===== src/rtl/serial_adder_ctrl_pkg.sv =====
// Shared definitions for the bit-serial adder sequencer: FSM encoding and
// the default operand width.
package serial_adder_ctrl_pkg;

    localparam int DEFAULT_WIDTH = 8;

    typedef enum logic [1:0] {
        IDLE  = 2'd0,
        SHIFT = 2'd1,
        DONE  = 2'd2
    } state_t;

endpackage


===== src/rtl/serial_shift_reg.sv =====
// Parallel-load, right-shifting register; SerIn enters at the MSB and the
// LSB is presented on SerOut.
module serial_shift_reg #(
    parameter int WIDTH = 8
) (
    input  logic             Clk,
    input  logic             Rst_n,
    input  logic             Load,
    input  logic             Shift,
    input  logic             SerIn,
    input  logic [WIDTH-1:0] ParIn,
    output logic [WIDTH-1:0] ParOut,
    output logic             SerOut
);

    logic [WIDTH-1:0] data_q;

    // Load takes priority over Shift so a new operand always lands intact.
    always_ff @(posedge Clk) begin
        if (!Rst_n) begin
            data_q <= '0;
        end else if (Load) begin
            data_q <= ParIn;
        end else if (Shift) begin
            data_q <= {SerIn, data_q[WIDTH-1:1]};
        end
    end

    assign ParOut = data_q;
    assign SerOut = data_q[0];

endmodule


===== src/rtl/serial_adder_ctrl.sv =====
// Bit-serial add sequencer: feeds operands LSB-first into an external
// full-adder cell and gathers its sum bits into a registered result.
module serial_adder_ctrl
    import serial_adder_ctrl_pkg::*;
#(
    parameter int WIDTH = DEFAULT_WIDTH
) (
    input  logic             Clk,
    input  logic             Rst_n,
    input  logic             Start,
    input  logic [WIDTH-1:0] OpA,
    input  logic [WIDTH-1:0] OpB,
    input  logic             CinInit,
    output logic             DataA,
    output logic             DataB,
    output logic             Cin,
    input  logic             Sum,
    input  logic             Cout,
    output logic             Busy,
    output logic             Done,
    output logic [WIDTH-1:0] Result,
    output logic             CoutFinal
);

    localparam int CNT_W = $clog2(WIDTH);
    localparam logic [CNT_W-1:0] LAST_CNT = CNT_W'(WIDTH - 1);

    state_t state, state_next;
    logic load, shift, last_bit;
    logic [CNT_W-1:0] cnt;
    logic carry_q;
    logic [WIDTH-1:0] a_par, b_par, sum_par;
    logic a_ser, b_ser, sum_ser;
    logic unused_bits;

    assign last_bit = (cnt == LAST_CNT);

    always_ff @(posedge Clk) begin
        if (!Rst_n) begin
            state <= IDLE;
        end else begin
            state <= state_next;
        end
    end

    always_comb begin
        state_next = state;
        load       = 1'b0;
        shift      = 1'b0;
        case (state)
            IDLE: begin
                if (Start) begin
                    load       = 1'b1;
                    state_next = SHIFT;
                end
            end
            SHIFT: begin
                shift = 1'b1;
                if (last_bit) begin
                    state_next = DONE;
                end
            end
            DONE:    state_next = IDLE;
            default: state_next = IDLE;
        endcase
    end

    // The last sum bit and final carry come straight from the cell on the
    // closing edge, so the result is assembled from the cell plus sum_sr.
    always_ff @(posedge Clk) begin
        if (!Rst_n) begin
            carry_q   <= 1'b0;
            cnt       <= '0;
            Result    <= '0;
            CoutFinal <= 1'b0;
        end else if (load) begin
            carry_q <= CinInit;
            cnt     <= '0;
        end else if (shift) begin
            carry_q <= Cout;
            if (last_bit) begin
                Result    <= {Sum, sum_par[WIDTH-1:1]};
                CoutFinal <= Cout;
            end else begin
                cnt <= cnt + 1'b1;
            end
        end
    end

    serial_shift_reg #(.WIDTH(WIDTH)) u_a_sr (
        .Clk(Clk), .Rst_n(Rst_n), .Load(load), .Shift(shift),
        .SerIn(1'b0), .ParIn(OpA), .ParOut(a_par), .SerOut(a_ser)
    );

    serial_shift_reg #(.WIDTH(WIDTH)) u_b_sr (
        .Clk(Clk), .Rst_n(Rst_n), .Load(load), .Shift(shift),
        .SerIn(1'b0), .ParIn(OpB), .ParOut(b_par), .SerOut(b_ser)
    );

    serial_shift_reg #(.WIDTH(WIDTH)) u_sum_sr (
        .Clk(Clk), .Rst_n(Rst_n), .Load(1'b0), .Shift(shift),
        .SerIn(Sum), .ParIn('0), .ParOut(sum_par), .SerOut(sum_ser)
    );

    assign unused_bits = ^{a_par, b_par, sum_par[0], sum_ser};

    assign DataA = a_ser;
    assign DataB = b_ser;
    assign Cin   = carry_q;
    assign Busy  = (state == SHIFT);
    assign Done  = (state == DONE);

endmodule


===== config.mk =====
export PLATFORM = sky130hd
export DESIGN_NAME = serial_adder_ctrl
export DESIGN_NICKNAME = d
export VERILOG_FILES = /design/src/rtl/serial_adder_ctrl_pkg.sv /design/src/rtl/serial_shift_reg.sv /design/src/rtl/serial_adder_ctrl.sv
export SDC_FILE = /design/constraint.sdc
export NUM_CORES = 1
export LEC_CHECK = 0
export BUFFER_PORTS_ARGS = -buffer_cell sky130_fd_sc_hd__buf_2
export CAP_MARGIN = 15
export CORE_UTILIZATION = 30
export DETAILED_ROUTE_END_ITERATION = 8
export SLEW_MARGIN = 15
export SYNTH_ARGS = -nofsm -noshare
export SYNTH_HDL_FRONTEND = slang
export SYNTH_HIERARCHICAL = 1
export SYNTH_SLANG_ARGS = --single-unit

===== constraint.sdc =====
create_clock -name Clk -period 1.6 [get_ports Clk]
set_input_delay 0.16 -clock Clk [delete_from_list [all_inputs] [get_ports Clk]]
set_output_delay 0.16 -clock Clk [all_outputs]
set_load 0.02 [all_outputs]

==> results.md <==
* Die footprint at 6610 sq um
* TritonCTS Buffers at 5
* DRT Pass-1 Iters at 4
* Worst hold path startpoint: Sum
* Placed cell areas at 2180 sq um
* Worst min-delay path category: in2reg
* CP Launch Point: state[1]$_SDFFE_PN0P_
* # port buffers at 35
* Overall Global Routing Usage at 0.113
* Largest net degree at the start of global routing at 35
* Via count at 1,285
* CTS tree: built
* Logic depth of the worst register-to-register path at 4
* I/O pin cnt at 36
* Worst endpoint data arrival time at 1340 ps
* Clk slew on worst S/H paths at 70 ps
* Die X at 81.3 microns
* Vias in the first global route at 1,189
* Fin Setup TNS at 0 ps
* DR vias/cell at 4.40
* CTS sink count at 38
* Worst path required time at 1440 ps
* CTS resizes at 0
* Max Buffers Root-to-Sink at 2
* Status: finished clean
* Fillers at 608
* Finished Cell Area at 2260 sq um
* Place WS at 115 ps
* Tcrit/Tclk final at 0.937
* Post-CTS Repair Setup Buffers at 0
* Setup-failing EPs final at 0
* Crit-path slowest cell: dfxtp_1
* Antenna violations before repair at 0
* WHS Endpoint: Result[7]$_SDFFE_PN0P_
* Diode count at 0
* Area Growth Syn to Fin at 19.8%
* Fmax at 0.667 GHz
* Rows at 28
* Mapped Area at 1890 sq um
* Cell Chain, Critical Path: and2b_2, buf_12, buf_2
* Final Skew at 4.55 ps
* Total routed wirelength at 3.42 mm
* Later-pin clock latency in the skew report at 280 ps
* CP Max Fanout at 34
* Initial Utilization at 0.315
* Grt total ovfl at 0
* Setup slack, reg-to-reg at 110 ps
* # nets final at 241
* Maxcap violations at 0
* DP Wirelength at 2.28 mm
* Drt wl/cell at 11.7 microns
* DR DRC count at 0
* Hold-fix buffers at CTS at 0
* Crit. End Element: primary output
* IR drop worst, VDD at 510 uV
* H-tree Lvls at 2
* DRT iter0 DRCs at 45
* Hold Path Cell Cnt at 3
* Hold Vio Cnt, Final at 0
* Routability cong. at 0.734
* Yosys warns at 6
* Max Slew Vio Count at 0
* RSZ-0062 raised after global routing: no
* P per Cell Area at 888 nW/um^2
* Post-synthesis cell count at 169
* RR Startpoint: state[1]$_SDFFE_PN0P_
* CP Class: reg2out
* Root buffer cell: clkbuf_8
* Die Ht at 81.3 microns
* Crit-path max cell delay at 360 ps
* Share of cells above drive strength 1 at 0.341
* PnR worst setup slack at 101 ps
* Setup crit start kind: flip-flop
* Post-route ant nets at 0
* Util after Layout at 0.377
* Core ar. at 5990 sq um
* Mean post-synth cell area at 11.2 sq um
* P_leak at 1.18 nW
* Final worst path period need at 1500 ps
* Reg2Reg Capture Point: u_sum_sr/ParOut[4]$_SDFFE_PN0P_
* First-pass GRT wire length at 5.52 mm
-- where the power goes --
| group | internal [mW] | switching [mW] | total (mW) | leakage [nW] |
|---|---|---|---|---|
| clock | 0.300 | 0.308 | 0.609 | 0.0383 |
| combinational | 0.215 | 0.141 | 0.356 | 0.829 |
| sequential | 1.00 | 0.0353 | 1.04 | 0.312 |
-- layer usage --
metal  wire length (microns)  global-route usage
met2                    1520               0.172
met1                    1720               0.145
met3                     140              0.0337
met4                      36              0.0482
met5                       0                   0
-- worst max-delay path: cells and delay by family (launching register included) --
family,cells,cell delay [ps]
flip-flops,1,360
AND/OR/NAND/NOR,1,250
buffers and inverters,2,450
-- stage by stage --
stage | instances | hold slack [ps] | total power, mW
5_1_grt | 292 | 149 | 2.12
6_report | 292 | 150 | 2.00
3_3_place_gp | 285 | 435 | 1.42
4_1_cts | 292 | 141 | 2.04
3_5_place_dp | 285 | 444 | 1.42
2_1_floorplan | 183 | 289 | 1.35
-- sequential cells by signal, summed over array words and instances, names as in the netlist --
signal and count:
u_b_sr/ParOut 8, state 2, u_a_sr/ParOut 8, Result 8
u_sum_sr/ParOut 7, Cin 1, CoutFinal 1, cnt 3
-- how the worst max path moves through the flow --
stage	slack, ps	cells past startpoint	endpoint
floorplan	80	5	u_a_sr/ParOut[0]$_SDFFE_PN0P_
global placement	120	4	u_sum_sr/ParOut[6]$_SDFFE_PN0P_
detailed placement	110	4	u_a_sr/ParOut[1]$_SDFFE_PN0P_
CTS	80	3	Busy
global route	30	5	cnt[2]$_SDFFE_PP0P_
finish	100	3	Busy
-- layout by cell type, fill, tap and decap left out --
cell      instances
dfxtp_1          38
buf_2            35
mux2_4           23
or2b_1           23
o211a_1          23
conb_1           15
nand2_1          10
a21oi_1          10
nand3_1           9
nor2_1            5
clkbuf_8          5
mux2i_1           3
and2b_2           2
ha_1              2
clkbuf_1          2
buf_4             2
buf_12            2
or3b_4            1
inv_2             1
nand3b_2          1
inv_1             1
nor3b_4           1
o21ai_0           1
xnor2_1           1
nor2_2            1
-- area by class of cell --
cell class / count / area, sq um / share of cell area
clock buffers: 7 / 76.3 / 0.0338
repair buffers: 39 / 230 / 0.102
flip-flops and latches: 38 / 761 / 0.337
inverters: 2 / 7.51 / 0.00332
well taps: 75 / 93.8 / 0.0416
multi-input cells: 131 / 1090 / 0.483
Note: power is estimated with default switching activity, not from simulation.
